==> src/rtl/read_control_top_1_pkg.sv <==
`default_nettype none
// ============================================================================
// Module : read_control_top_1_pkg
// Brief  : Shared FIFO constants and Gray/binary conversion helpers.
// Rev    : 1.0
// ============================================================================
package read_control_top_1_pkg;

    localparam int A_LENGTH          = 4;
    localparam int AE_THRESH_DEFAULT = 2;
    localparam int CONV_W            = 32;

    function automatic logic [CONV_W-1:0] bin2gray(input logic [CONV_W-1:0] b);
        return b ^ (b >> 1);
    endfunction

    // Prefix-XOR by doubling shifts; callers zero-extend narrower pointers.
    function automatic logic [CONV_W-1:0] gray2bin(input logic [CONV_W-1:0] g);
        logic [CONV_W-1:0] b;
        b = g;
        for (int s = 1; s < CONV_W; s = s * 2) begin
            b = b ^ (b >> s);
        end
        return b;
    endfunction

endpackage
`default_nettype wire

==> src/rtl/read_control_top_1_ptr_sync_2ff.sv <==
`default_nettype none
// ============================================================================
// Module : ptr_sync_2ff
// Brief  : Two-flop synchroniser for Gray pointers crossing clock domains.
// Rev    : 1.0
// ============================================================================
module ptr_sync_2ff #(
    parameter int WIDTH = 5
) (
    input  logic             clk,
    input  logic             rst,
    input  logic [WIDTH-1:0] d_i,
    output logic [WIDTH-1:0] q_o
);

    logic [WIDTH-1:0] sync1_q;
    logic [WIDTH-1:0] sync2_q;

    always_ff @(posedge clk or posedge rst) begin
        if (rst) begin
            sync1_q <= '0;
            sync2_q <= '0;
        end else begin
            sync1_q <= d_i;
            sync2_q <= sync1_q;
        end
    end

    assign q_o = sync2_q;

endmodule
`default_nettype wire

==> src/rtl/read_control_top_1.sv <==
`default_nettype none
// ============================================================================
// Module : read_control_top_1
// Brief  : Dual-clock FIFO read-side pointer and empty/almost-empty control.
// Rev    : 1.0
// ============================================================================
module read_control_top_1
    import read_control_top_1_pkg::*;
#(
    parameter int ADDR_W    = A_LENGTH,
    parameter int AE_THRESH = AE_THRESH_DEFAULT
) (
    input  logic              rd_clk,
    input  logic              reset,
    input  logic              rd_en,
    input  logic [ADDR_W:0]   wr_ptr_gray,
    output logic              f_empty,
    output logic              f_almost_empty,
    output logic              rd_valid,
    output logic              rd_underflow,
    output logic              MSB_rd_ptr,
    output logic [ADDR_W:0]   rd_ptr,
    output logic [ADDR_W-1:0] b_rd_ptr,
    output logic [ADDR_W:0]   rd_ptr_gray
);

    localparam int PW = ADDR_W + 1;

    logic [PW-1:0] rd_ptr_q;
    logic [PW-1:0] rd_ptr_d;
    logic [PW-1:0] rd_gray_q;
    logic [PW-1:0] rd_gray_d;
    logic [PW-1:0] wsync2;
    logic [PW-1:0] wr_bin;
    logic [PW-1:0] count;
    logic          rd_inc;
    logic          f_empty_q;
    logic          f_ae_q;
    logic          rd_valid_q;
    logic          rd_uf_q;

    ptr_sync_2ff #(
        .WIDTH(PW)
    ) u_wptr_sync (
        .clk (rd_clk),
        .rst (reset),
        .d_i (wr_ptr_gray),
        .q_o (wsync2)
    );

    // Flags are evaluated against the next pointer so the final read sets empty on its own edge.
    always_comb begin
        rd_inc    = rd_en & ~f_empty_q;
        rd_ptr_d  = rd_ptr_q + PW'(rd_inc);
        rd_gray_d = PW'(bin2gray(CONV_W'(rd_ptr_d)));
        wr_bin    = PW'(gray2bin(CONV_W'(wsync2)));
        count     = wr_bin - rd_ptr_d;
    end

    always_ff @(posedge rd_clk or posedge reset) begin
        if (reset) begin
            rd_ptr_q   <= '0;
            rd_gray_q  <= '0;
            f_empty_q  <= 1'b1;
            f_ae_q     <= 1'b1;
            rd_valid_q <= 1'b0;
            rd_uf_q    <= 1'b0;
        end else begin
            rd_ptr_q   <= rd_ptr_d;
            rd_gray_q  <= rd_gray_d;
            f_empty_q  <= (rd_gray_d == wsync2);
            f_ae_q     <= (count <= PW'(AE_THRESH));
            rd_valid_q <= rd_inc;
            rd_uf_q    <= rd_en & f_empty_q;
        end
    end

    assign rd_ptr         = rd_ptr_q;
    assign rd_ptr_gray    = rd_gray_q;
    assign b_rd_ptr       = rd_ptr_q[ADDR_W-1:0];
    assign MSB_rd_ptr     = rd_ptr_q[ADDR_W];
    assign f_empty        = f_empty_q;
    assign f_almost_empty = f_ae_q;
    assign rd_valid       = rd_valid_q;
    assign rd_underflow   = rd_uf_q;

endmodule
`default_nettype wire

==> config.mk <==
export PLATFORM = sky130hd
export DESIGN_NAME = read_control_top_1
export DESIGN_NICKNAME = d
export VERILOG_FILES = /design/src/rtl/read_control_top_1_pkg.sv /design/src/rtl/read_control_top_1_ptr_sync_2ff.sv /design/src/rtl/read_control_top_1.sv
export SDC_FILE = /design/constraint.sdc
export NUM_CORES = 1
export LEC_CHECK = 0
export ABC_AREA = 1
export BUFFER_PORTS_ARGS = -buffer_cell sky130_fd_sc_hd__buf_2
export CORE_MARGIN = 5
export CORE_UTILIZATION = 45
export CTS_BUF_LIST = sky130_fd_sc_hd__clkbuf_16
export CTS_CLUSTER_SIZE = 30
export DETAILED_ROUTE_END_ITERATION = 8
export PLACE_DENSITY = 0.77
export REMOVE_ABC_BUFFERS = 1
export SLEW_MARGIN = 20
export SYNTH_ARGS = -nofsm -noshare
export SYNTH_HDL_FRONTEND = slang
export SYNTH_HIERARCHICAL = 1
export SYNTH_SLANG_ARGS = --single-unit
==> constraint.sdc <==
create_clock -name rd_clk -period 3.8 [get_ports rd_clk]
set_clock_uncertainty 0.1 [all_clocks]
set_input_delay 0.19 -clock rd_clk [delete_from_list [all_inputs] [get_ports rd_clk]]
set_output_delay 0.19 -clock rd_clk [all_outputs]
set_load 0.02 [all_outputs]
# [After elaboration in Yosys (flattened, before gate mapping)]
# Cells that the tools add are included.
[classes] add_sub_neg=2 n_lt_le_gt_ge=1 n_eq_ne=1 bitwise_logic=9
[ops] op="$xor 5x1->5 const B" count=2
[ops] op="$xor 5x4->5" count=2
[ops] op="$add 5x1->5" count=1
[ops] op="$eq 5x5->1" count=1
[ops] op="$le 5x2->1 const B" count=1
[ops] op="$sub 5x5->5" count=1
[ops] op="$xor 5x1->5" count=1
[ops] op="$xor 5x3->5" count=1
[ops] op="$and 1x1->1" count=2
[ops] op="$not 1->1" count=1
[totals] reg_bits=24 output_inout_bits=19 word_cells=21

# [Longest topological paths before layout]
[logic_depth] ltp_word=7 ltp_mapped=15 mapped_depth_nobuf=15

# [By module]
# The synthesis kept the hierarchy.
[modules_own_cells] mod="read_control_top_1" instances=1 cells_each=111 area_per_inst_um2=904.6
[modules_own_cells] mod="ptr_sync_2ff" instances=1 cells_each=11 area_per_inst_um2=254.0

# [Least setup slack after synthesis]
# No wires, ideal clock.
[synth_path] path_type="register to register" startpoint="reg u_wptr_sync.sync2_q[3] (netlist: u_wptr_sync/q_o[3])" endpoint="reg f_ae_q (netlist: f_almost_empty)" arrival_ps=2131 required_ps=3626 slack_ps=1496 path_stages_with_launch=15 n_path_buf=0 period_less_slack_ps=2304 path_cell_list="dfrtp_1 -> inv_1 -> nand2_2 -> nand2_2 -> nand2_2 -> nand2_1 -> xor2_2 -> xnor2_1 -> ha_1 -> fa_1 -> or2_2 -> nand2_1 -> nor2_1 -> nand2_1 -> nor2_1"
[synth_between] elab_chain_len=7
[synth_rtl] element="start, declared" line_no="read_control_top_1_ptr_sync_2ff.sv:17" text="logic [WIDTH-1:0] sync2_q;"
[synth_rtl] element="start signal, assigned" line_no="read_control_top_1_ptr_sync_2ff.sv:25" text="sync2_q <= sync1_q;"
[synth_rtl] element="$xor 5x4->5" line_no="read_control_top_1_pkg.sv:22" text="b = b ^ (b >> s);"
[synth_rtl] element="$xor 5x3->5" line_no="read_control_top_1_pkg.sv:22"
[synth_rtl] element="$xor 5x1->5 (3 in a row)" line_no="read_control_top_1_pkg.sv:22"
[synth_rtl] element="$sub 5x5->5" line_no="read_control_top_1.sv:57" text="count = wr_bin - rd_ptr_d;"
[synth_rtl] element="$le 5x2->1" line_no="read_control_top_1.sv:72" text="f_ae_q <= (count <= PW'(AE_THRESH));"
[synth_rtl] element="end signal, assigned" line_no="read_control_top_1.sv:72"
[synth_rtl] element="end, declared" line_no="read_control_top_1.sv:38" text="logic f_ae_q;"
# No other way between the ends.

# [Worst setup path in the final report]
# Same ends and word-level chain as after synthesis.

==> summary.txt <==
CP Max Fanout - 4
Routed Antenna Nets - 0
Slowest cell on crit path - dfrtp_1
Clock power frac - 17.1%
number of port buffers - 26
proportion of layout cells with a drive suffix above 1 - 32.9%
crit start category - register
Syn Std Cell Area - 0.00116 mm²
switching portion of total power - 44.6%
clock tree buffer depth - 2
crit share post-route - 64.6%
pin count of the biggest net entering global routing - 14
routability congestion estimate from global placement - 0.823
CP max stage delay - 410 ps
Worst-path clk slew - 50 ps
TritonCTS clock tree - built
commonest cells after routing, fill and taps aside - nand2_1, buf_2, dfrtp_1
Finished Cell Area - 0.00142 mm²
# setup viols final - 0
total CTS buffers - 3
Sequential Power Share - 28.0%
Total Nets Final - 167
Top-Level Pins - 27
pins over their slew limit - 0
post-synth top area share - 45.4%
post-DP HPWL - 1590 µm
number of global-route vias before repair - 846
Tot GR Track Use - 13.3%
Die ar. - 0.00369 mm²
Layout Cells excl Fill - 182
core area - 0.00248 mm²
CP required - 3890 ps
setup TNS after final layout - 0 ps
area growth from synthesis to layout - 22.6%
1st-iter DRT viols - 26
Critical Path AT - 2540 ps
sequential fraction of the synthesis area - 49.9%
Post-Place Cell Area - 0.00128 mm²
setup repair after global routing missed its margin - false
Synth Register Bits - 23
Tmin final - 2450 ps
CP cell instances - inv_1 > nand2_2 > nand2_2 > nand2_2 > nand2_1 > xor2_2 > xnor2_1 > ha_1 > fa_1 > or2_2 > nand2_1 > nor2_1 > nand2_1 > nor2_1
leading cell type in the layout, fill and taps excluded - nand2_1
FMAX - 0.407 GHz
Hold/Removal Path Class - primary input to register
status - complete, no violations
Final Hold Fails - 0
worst skew pair latency - 250 ps
critical path type - register to register
Logic pwr share - 54.9%
width of the die - 60.7 µm
Synth cell types - 19
Inst Count DP - 172
Worst VDD drop - 0.516 mV
htree depth - 1
pre-CTS setup slack - 1340 ps
worst-margin pin slew - 464 ps
area leader, netlist - dfrtp_1
initial core utilization - 46.8%
row cnt - 18
CP Capture Type - register
Mapped Avg Cell Area - 9.50 µm²
synth warn - 6
clock sinks - 23
first-pass GRT wire length - 3580 µm
DRC Markers - 0
Die Y - 60.7 µm
# diodes - 0
1st-pass router iterations - 4
Final Worst Setup Slack - 1350 ps
Max-slew headroom - 69.1%
WL final - 2020 µm
Power Internal - 711 µW
CTS-repair resized insts - 0
clock root buffer - clkbuf_16
maxcap violations - 0
vias per inst - 4.60
WL per Instance - 11.1 µm
leakage - 0.780 nW
initial antenna violation count - 0
gate count of the mapped netlist - 122
detailed-route via count - 838
synth top area cells - dfrtp_1, nand2_1, inv_1
GRT Residual Overflow - 0
NetSw - 572 µW
Power per Cell Area - 904 mW/mm²
[worst max-delay path: cells and delay by family (launching register included)]
family | cells | cell delay [ps]
fa+ha+maj | 2 | 620
simple gates | 9 | 830
flops | 1 | 410
buf+inv | 1 | 100
xor+xnor | 2 | 350
[cell families (layout without fill, tap and decap cells)]
kind of cell	count (synthesis)	count (layout)	synth area share (%)
simple gates	57	57	24.2
compound gates	2	2	1.08
flops	23	23	49.9
buf+inv	26	56	10.4
xor+xnor	8	8	7.34
fa+ha+maj	6	6	7.13
[synthesized netlist by cell type]
library cell   n
nand2_1       28
nand3_1        8
fa_1           1
nor2_1         6
o21bai_1       1
dfstp_2        2
inv_2          3
xor2_1         4
dfrtp_1       21
nand2_2        8
nand3_2        5
ha_1           5
nand4_1        1
a21oi_1        1
xor2_2         2
buf_4          6
xnor2_1        2
or2_2          1
inv_1         17
[area by class of cell]
| cell class | count | area [µm²] |
|---|---|---|
| clock inverter | 1 | 3.75 |
| multi-input combinational | 73 | 460 |
| sequential | 23 | 578 |
| tap | 30 | 37.5 |
| clock buffer | 3 | 75.1 |
| inverter | 20 | 75.1 |
| fill | 225 | 1060 |
| timing repair buffer | 32 | 190 |
[routing by layer]
layer,part of all wire [%],wire [µm],up-vias,track usage (%)
li1,-,-,421,-
met1,41,825,385,15.8
met2,48,978,27,22.9
met3,8.2,166,5,2.55
met4,2.3,47,0,6.50
met5,0,0,-,0
[power groups by stage]
stage | clock network (mW) | logic [mW] | registers (mW)
after floorplan | 0 | 0.409 | 0.481
after detailed placement | 0 | 0.705 | 0.365
after CTS | 0.227 | 0.715 | 0.360
after global routing | 0.241 | 0.802 | 0.370
after global placement | 0 | 0.695 | 0.360
final | 0.219 | 0.704 | 0.360
[worst paths after layout]
check | startpoint | endpoint | slack, ps | cells past startpoint
max | u_wptr_sync/q_o[3] | f_almost_empty | 1350 | 14
min | rd_en | rd_underflow | 40 | 3
max reg2reg | u_wptr_sync/q_o[3] | f_almost_empty | 1350 | 14
min reg2reg | u_wptr_sync/sync1_q[0] | u_wptr_sync/q_o[0] | 250 | 0
max in group asynchronous | reset | f_almost_empty | 2850 | 3
min in group asynchronous | reset | u_wptr_sync/q_o[2] | 360 | 3
[repair_timing]
item / CTS / global route
endpoints found under the hold margin: 26 / 0
setup buffers: 0 / 0
hold buffers: 6 / 0
[stage by stage]
stage | hold WS, ps | utilization, % | total power [mW]
final | 41.7 | 57.3 | 1.28
after global routing | 49.1 | 57.3 | 1.41
after CTS | 35.2 | 57.3 | 1.30
after detailed placement | 85.4 | 51.7 | 1.07
after global placement | 83.5 | 51.7 | 1.06
after floorplan | -69.8 | - | 0.890
[flip-flops by register name, indices dropped and copies added, names as in the netlist]
name	count
u_wptr_sync/q_o	5
f_empty	1
f_almost_empty	1
rd_ptr_gray	5
rd_ptr	4
rd_valid	1
rd_underflow	1
u_wptr_sync/sync1_q	5
(Power assumes the default switching activity.)
